[config.mk]
export PLATFORM = sky130hd
export DESIGN_NAME = mem_arbiter
export DESIGN_NICKNAME = d
export VERILOG_FILES = /design/src/rtl/mem_arbiter.sv
export SDC_FILE = /design/constraint.sdc
export NUM_CORES = 1
export LEC_CHECK = 0
export CORE_MARGIN = 2
export CORE_UTILIZATION = 47
export DETAILED_ROUTE_END_ITERATION = 8
export PLACE_DENSITY_LB_ADDON = 0.12
export SLEW_MARGIN = 30
export SYNTH_ARGS = -nofsm -noshare
export SYNTH_HDL_FRONTEND = slang
export SYNTH_SLANG_ARGS = --single-unit
[constraint.sdc]
create_clock -name clk -period 5.75 [get_ports clk]
set_input_delay 0.8625 -clock clk [delete_from_list [all_inputs] [get_ports clk]]
set_output_delay 0.8625 -clock clk [all_outputs]
set_load 0.05 [all_outputs]
[src/rtl/mem_arbiter.sv]
// rtl/mem_arbiter.sv - two-port arbiter and burst sequencer for the single-ported memory
module mem_arbiter #(
    parameter int DATA_WIDTH   = 32,
    parameter int ADDR_WIDTH   = 32,
    parameter int MEM_BYTES    = 1048576,
    parameter int D_STREAK_MAX = 4
) (
    input  logic                  clk,
    input  logic                  reset,
    input  logic                  i_req,
    input  logic [ADDR_WIDTH-1:0] i_addr,
    input  logic [1:0]            i_size,
    output logic [DATA_WIDTH-1:0] i_rdata,
    output logic                  i_rvalid,
    output logic                  i_ack,
    output logic                  i_err,
    input  logic                  d_req,
    input  logic                  d_rd_wr,
    input  logic [ADDR_WIDTH-1:0] d_addr,
    input  logic [DATA_WIDTH-1:0] d_wdata,
    output logic [DATA_WIDTH-1:0] d_rdata,
    output logic                  d_rvalid,
    output logic                  d_ack,
    output logic                  d_err,
    output logic                  mem_enable,
    output logic                  mem_rd_wr,
    output logic [1:0]            mem_access_size,
    output logic [ADDR_WIDTH-1:0] mem_addr,
    output logic [DATA_WIDTH-1:0] mem_data_in,
    input  logic [DATA_WIDTH-1:0] mem_data_out,
    input  logic                  mem_busy
);

    localparam logic [1:0] S_IDLE   = 2'd0;
    localparam logic [1:0] S_ACCESS = 2'd1;
    localparam logic [1:0] S_RESP   = 2'd2;

    localparam int SW = $clog2(D_STREAK_MAX + 1);
    localparam logic [SW-1:0]       STREAK_LIMIT = SW'(D_STREAK_MAX);
    localparam logic [ADDR_WIDTH:0] MEM_LIMIT    = (ADDR_WIDTH + 1)'(MEM_BYTES);

    logic [1:0]            state;
    logic                  owner_d;
    logic [ADDR_WIDTH-1:0] lat_addr;
    logic                  lat_rd_wr;
    logic [DATA_WIDTH-1:0] lat_wdata;
    logic [3:0]            last_beat;
    logic [3:0]            beat;
    logic                  err_q;
    logic [SW-1:0]         streak;

    logic                  grant_i;
    logic                  grant_d;
    logic [ADDR_WIDTH-1:0] sel_addr;
    logic [4:0]            sel_beats;
    logic [ADDR_WIDTH:0]   end_addr;
    logic                  sel_err;
    logic                  beat_accept;

    function automatic logic [4:0] size_to_beats(input logic [1:0] size);
        case (size)
            2'd0:    return 5'd1;
            2'd1:    return 5'd4;
            2'd2:    return 5'd8;
            default: return 5'd16;
        endcase
    endfunction

    // Grant selection and range check on the request about to be latched
    always_comb begin
        grant_i   = i_req && (!d_req || (streak == STREAK_LIMIT));
        grant_d   = d_req && !grant_i;
        sel_addr  = grant_i ? i_addr : d_addr;
        sel_beats = grant_i ? size_to_beats(i_size) : 5'd1;
        end_addr  = {1'b0, sel_addr} + ((ADDR_WIDTH + 1)'(sel_beats) << 2);
        sel_err   = (sel_addr[1:0] != 2'b00) || (end_addr > MEM_LIMIT);
    end

    assign beat_accept = (state == S_ACCESS) && !mem_busy;

    // Main sequencer: grant/latch in IDLE, step beats in ACCESS, one-cycle RESP
    always_ff @(posedge clk or posedge reset) begin
        if (reset) begin
            state     <= S_IDLE;
            owner_d   <= 1'b0;
            lat_addr  <= '0;
            lat_rd_wr <= 1'b0;
            lat_wdata <= '0;
            last_beat <= '0;
            beat      <= '0;
            err_q     <= 1'b0;
            streak    <= '0;
        end else begin
            case (state)
                S_IDLE: begin
                    if (grant_i || grant_d) begin
                        owner_d   <= grant_d;
                        lat_addr  <= sel_addr;
                        lat_rd_wr <= grant_i ? 1'b1 : d_rd_wr;
                        lat_wdata <= grant_i ? '0 : d_wdata;
                        last_beat <= 4'(sel_beats - 5'd1);
                        beat      <= '0;
                        err_q     <= sel_err;
                        state     <= sel_err ? S_RESP : S_ACCESS;
                        if (grant_d && i_req) begin
                            streak <= streak + 1'b1;
                        end else begin
                            streak <= '0;
                        end
                    end
                end
                S_ACCESS: begin
                    if (!mem_busy) begin
                        if (beat == last_beat) begin
                            state <= S_RESP;
                        end else begin
                            beat <= beat + 4'd1;
                        end
                    end
                end
                default: begin
                    state <= S_IDLE;
                end
            endcase
        end
    end

    // Register read data of each accepted read beat toward its owner
    always_ff @(posedge clk or posedge reset) begin
        if (reset) begin
            i_rdata  <= '0;
            i_rvalid <= 1'b0;
            d_rdata  <= '0;
            d_rvalid <= 1'b0;
        end else begin
            i_rvalid <= 1'b0;
            d_rvalid <= 1'b0;
            if (beat_accept && lat_rd_wr) begin
                if (owner_d) begin
                    d_rdata  <= mem_data_out;
                    d_rvalid <= 1'b1;
                end else begin
                    i_rdata  <= mem_data_out;
                    i_rvalid <= 1'b1;
                end
            end
        end
    end

    // Completion strobes and memory-side drive decoded from state
    always_comb begin
        i_ack           = (state == S_RESP) && !owner_d;
        d_ack           = (state == S_RESP) && owner_d;
        i_err           = i_ack && err_q;
        d_err           = d_ack && err_q;
        mem_enable      = (state == S_ACCESS);
        mem_rd_wr       = mem_enable && lat_rd_wr;
        mem_access_size = 2'd0;
        mem_addr        = mem_enable ? (lat_addr + (ADDR_WIDTH'(beat) << 2)) : '0;
        mem_data_in     = mem_enable ? lat_wdata : '0;
    end

endmodule

**After elaboration in Yosys (flattened, before gate mapping)**

Index checks and enable logic that the tools add are counted.

- Add/sub/neg operators: 5
- Order comparisons: 1
- Equal/unequal tests: 10
- Multiplexer cells: 21
- Bitwise gates (word level): 1
- Reductions and logical operators: 26

Operators with widths:

| operator | number |
|---|---|
| $mux 32 | 4 |
| $add 32x7->33 | 1 |
| $gt 33x21->1 const B | 1 |
| $add 32x6->32 | 1 |
| $pmux 5 s3 | 1 |
| $mux 4 | 3 |
| $logic_and 1x1->1 | 10 |
| $mux 2 | 4 |
| $pmux 4 s2 | 1 |
| $ne 2x2->1 const B | 3 |
| $reduce_and 2->1 | 3 |
| $mux 1 | 5 |
| $mux 5 | 1 |
| $add 4x1->4 const B | 1 |
| $eq 2x1->1 const B | 2 |
| $eq 2x2->1 const B | 2 |
| $eq 4x4->1 | 1 |
| $logic_not 1->1 | 4 |
| $logic_not 2->1 | 2 |
| $pmux 2 s2 | 1 |
| $reduce_and 4->1 | 1 |
| $reduce_bool 2->1 | 2 |
| $sub 4x1->4 const B | 1 |
| $add 3x1->3 const B | 1 |
| 6 further kinds | 8 |

- Register bits after elaboration: 146

**Longest topological paths before layout**

- Depth after elaboration: 10
- Mapped depth: 20
- Depth with buffers taken out: 16

**Worst setup path after synthesis**

No wires, ideal clock.

- Kind: input to register
- Start: input d_req
- End: register err_q
- Library setup time: 0.126 ns
- Arrival: 4.089 ns
- Setup slack: 1.534 ns
- Cell stages on the path: 18
- Cell sequence: a21bo_2 and2_4 buf_6 buf_6 buf_2 clkbuf_1 nand2_1 nand2_1 ha_1 ha_1 a211oi_1 nor2_1 nor2_1 o211ai_1 o41a_1 a2111oi_2 a31oi_1 o32a_1

- Longest elaborated chain between the ends: 7

Ends and longest elaborated chain:

| element | line | RTL |
|---|---|---|
| from (decl) | 17 | `input logic d_req,` |
| $logic_not 1->1 | 71 | `grant_i = i_req && (!d_req \|\| (streak == STREAK_LIMIT));` |
| $logic_or 1x1->1 | 71 |  |
| $logic_and 1x1->1 | 71 |  |
| $mux 32 | 73 | `sel_addr = grant_i ? i_addr : d_addr;` |
| named net sel_addr[2] | 54 | `logic [ADDR_WIDTH-1:0] sel_addr;` |
| $add 32x7->33 | 75 | `end_addr = {1'b0, sel_addr} + ((ADDR_WIDTH + 1)'(sel_beats) << 2);` |
| $gt 33x21->1 | 76 | `sel_err = (sel_addr[1:0] != 2'b00) \|\| (end_addr > MEM_LIMIT);` |
| $logic_or 1x1->1 | 76 |  |
| to (signal assigned) | 103 | `err_q <= sel_err;` |
| to (decl) | 49 | `logic err_q;` |

The timed path passes the listed nets, and every way through them passes these cells.
A chain may end at the register's enable or synchronous reset.

**Worst setup path in the final report**

- Start: register beat[1]
- End: output mem_addr[31]

- Longest elaborated chain between the ends: 2

Ends and longest elaborated chain:

| element | line | RTL |
|---|---|---|
| from (decl) | 48 | `logic [3:0] beat;` |
| from (signal assigned) | 117 | `beat <= beat + 4'd1;` |
| $add 32x6->32 | 159 | `mem_addr = mem_enable ? (lat_addr + (ADDR_WIDTH'(beat) << 2)) : '0;` |
| $mux 32 | 159 |  |
| to (decl) | 28 | `output logic [ADDR_WIDTH-1:0] mem_addr,` |

No other way between the ends.

==> impl_metrics.tcl <==
set metrics [dict create \
    outcome "complete, no violations" \
    synthSimpleGateAreaFrac 0.234 \
    die_w_um 136 \
    finalSetupViolCount 0 \
    critical_path_class "flop to output pin" \
    root_buffer "clkbuf_16" \
    setup_slack_ps 1140 \
    cap_violations 0 \
    setup_tns_ps 0 \
    die_h_um 136 \
    synth_compound_area_frac 0.102 \
    synth_most_common_cell "nand2_1" \
    max_slew.worst_pin.slew_ps 861 \
    p_leak_nw 5.07 \
    synth_top_family_by_area "simple AND/OR/NAND/NOR gates" \
    vias_per_cell 5.36 \
    powerDensity_mw_per_mm2 230 \
    fin_util 0.679 \
    vias 7322 \
    synthXorXnorAreaFrac 0.0492 \
    min_period_ps 4610 \
    layout.nets 1277 \
    fillers 1455 \
    crit_buf_inv 1 \
    ys_ff_latch 145 \
    hold_buffers 0 \
    hold_violations 0 \
    grt_pass1_wl_um 36400 \
    dpl.cell_count 1332 \
    drc 0 \
    cp_slowest_cell "clkdlybuf4s50_1" \
    yosysWarnings 0 \
    die-area_mm2 0.0185 \
    cts_buffers 17 \
    synthArstFlopShare 1.00 \
    skew_ps 8.36 \
    port-buffer-count 271 \
    grt_max_degree 105 \
    drive_gt1_frac 0.117 \
    ys_seq_area_frac 0.443 \
    path_common_cell "a21o_1" \
    cpLargestDelayFamily "simple AND/OR/NAND/NOR gates" \
    synthAdderAreaFrac 0.0223 \
    drtIter0Drc 410 \
    required_ps 4890 \
    dr.pass1.iters 5 \
    wl_per_cell_um 17.0 \
    clock_path_buffers 2 \
    synth.distinct_cells 66 \
    path_cells "ha_1 > a21o_1 > a21o_1 > a21oi_1 > nor4_1 > nand2_1 > nor3_1 > xnor2_1 > nor2_1 > clkdlybuf4s50_1" \
    place.gp.congestion 0.963 \
    ir_worst_vdd_mv 0.201 \
    max_stage_delay_ps 800 \
    layout.cells.non_filler 1365 \
    cts_tree "built" \
    ant_nets 0 \
    critical_path.startpoint_type "flop" \
    clkLatencyLatePin_ps 420 \
    hpwl_um 17600 \
    ios 274 \
    syn_area_mm2 0.00819 \
    floorplan.rows 48 \
    initial_core_util 0.477 \
    cp.arrival_ps 3750 \
    areaGrowthSynthToFinish_pct 42.6 \
    antenna_found_initial 0 \
    synth.area.top_cells "dfrtp_1 44%, mux2_2 9.2%, nand2_1 7.7%, nand3_1 3.4%, and2_1 3.3%" \
    synthTopCellsByCount "169 x nand2_1, 145 x dfrtp_1, 67 x mux2_2" \
    clkSinkCount 145 \
    finalPower_mw 2.68 \
    synth_edf_count 0 \
    grt_util_all_layers 0.253 \
    cts_resized 0 \
    synth_area_leader_cell "dfrtp_1" \
    fin_crit_sh 0.802 \
    slew_viol_final 0 \
    max_clock_freq_mhz 217 \
    post-route-cell-area_mm2 0.0117 \
    pre_cts_slack_ps 809 \
    grt_overflow_total 0 \
    place_area_mm2 0.0111 \
    cts_setup_buffers 0 \
    relSlewSlack 0.426 \
    synth.top_cell.area_share 0.443 \
    syn_area_per_cell_um2 9.39 \
    core_area_mm2 0.0172 \
    cp_max_fo 7 \
    rsz0062_at_grt "no" \
    synthCells 872 \
    path_clk_slew_ps 60 \
    hold_ws_ps 455 \
    cts_max_level 4 \
    end_kind "output pin" \
    hold_class "flop to flop" \
    ys.flop_type "dfrtp_1" \
    n_antenna_cell 0 \
    synth.area.mux_share 0.114 \
    drt-total-wl_um 23200 \
    grt_pass1_vias 6896 \
]
[layout make-up]
type / instances / area (um^2) / share of cell area
well taps: 225 / 282 / 0.0241
repair buffers: 282 / 2840 / 0.243
clock buffers: 18 / 439 / 0.0376
flip-flops and latches: 145 / 3630 / 0.311
multi-input cells: 667 / 4310 / 0.369
clock inverters: 14 / 120 / 0.0103
inverters: 14 / 60.1 / 0.00515
[registers in the layout (all words and copies together), names as in the netlist]
register / cells
i_rvalid: 1
last_beat: 3
err_q: 1
lat_wdata: 32
owner_d: 1
beat: 4
i_rdata: 32
state: 2
lat_rd_wr: 1
d_rvalid: 1
lat_addr: 32
d_rdata: 32
streak: 3
[path summary, 6_finish.rpt]
check                                          startpoint                        end  slack, ps  depth (start not counted)
min in group asynchronous                           reset     d_rdata[4]$_DFFE_PP0P_        970                          2
worst max register to register      streak[0]$_DFFE_PP0P_          err_q$_DFFE_PP0P_       1580                         15
max in group asynchronous                           reset   lat_addr[16]$_DFFE_PP0P_       3750                          3
worst max-delay path                  beat[1]$_DFFE_PP0P_               mem_addr[31]       1140                         10
worst min register to register  lat_wdata[26]$_DFFE_PP0P_  lat_wdata[26]$_DFFE_PP0P_        460                          2
worst min-delay path            lat_wdata[26]$_DFFE_PP0P_  lat_wdata[26]$_DFFE_PP0P_        460                          2
[cells by family after synthesis]
| group | Yosys count |
|---|---|
| simple gates | 402 |
| flops | 145 |
| compound gates | 118 |
| mux | 85 |
| buf+inv | 61 |
| xor+xnor | 46 |
| fa+ha+maj | 14 |
| other cells | 1 |
[layer usage]
layer | GRT usage | part of all wire | vias to the layer above
li1 | - | - | 3571
met1 | 0.344 | 0.44 | 3432
met2 | 0.400 | 0.46 | 289
met3 | 0.0619 | 0.081 | 30
met4 | 0.0781 | 0.020 | 0
met5 | 0 | 0 | -
[power by group]
group | switching, mW | internal, mW | total, mW
sequential | 0.0788 | 1.11 | 1.19
clock | 0.459 | 0.576 | 1.03
combinational | 0.252 | 0.208 | 0.460
total | 0.790 | 1.89 | 2.68
[cell usage in the layout, fill, tap and decap left out, drive strengths merged, types with 11 or more instances in the layout]
master / n
clkdlybuf4s50: 271
nand2: 169
dfrtp: 145
mux2: 67
nor2: 55
nand3: 55
and2: 44
o21ai: 41
xor2: 25
nand4: 22
xnor2: 21
inv: 21
mux2i: 18
clkbuf: 18
nor3: 16
a21oi: 14
ha: 13
buf: 11
[worst min-delay path, stage by stage (launching register included)]
cell and delay, ps:
dfrtp_1 330, nand2_1 50, nand2_1 50
Power figures use the tool's default switching activity.
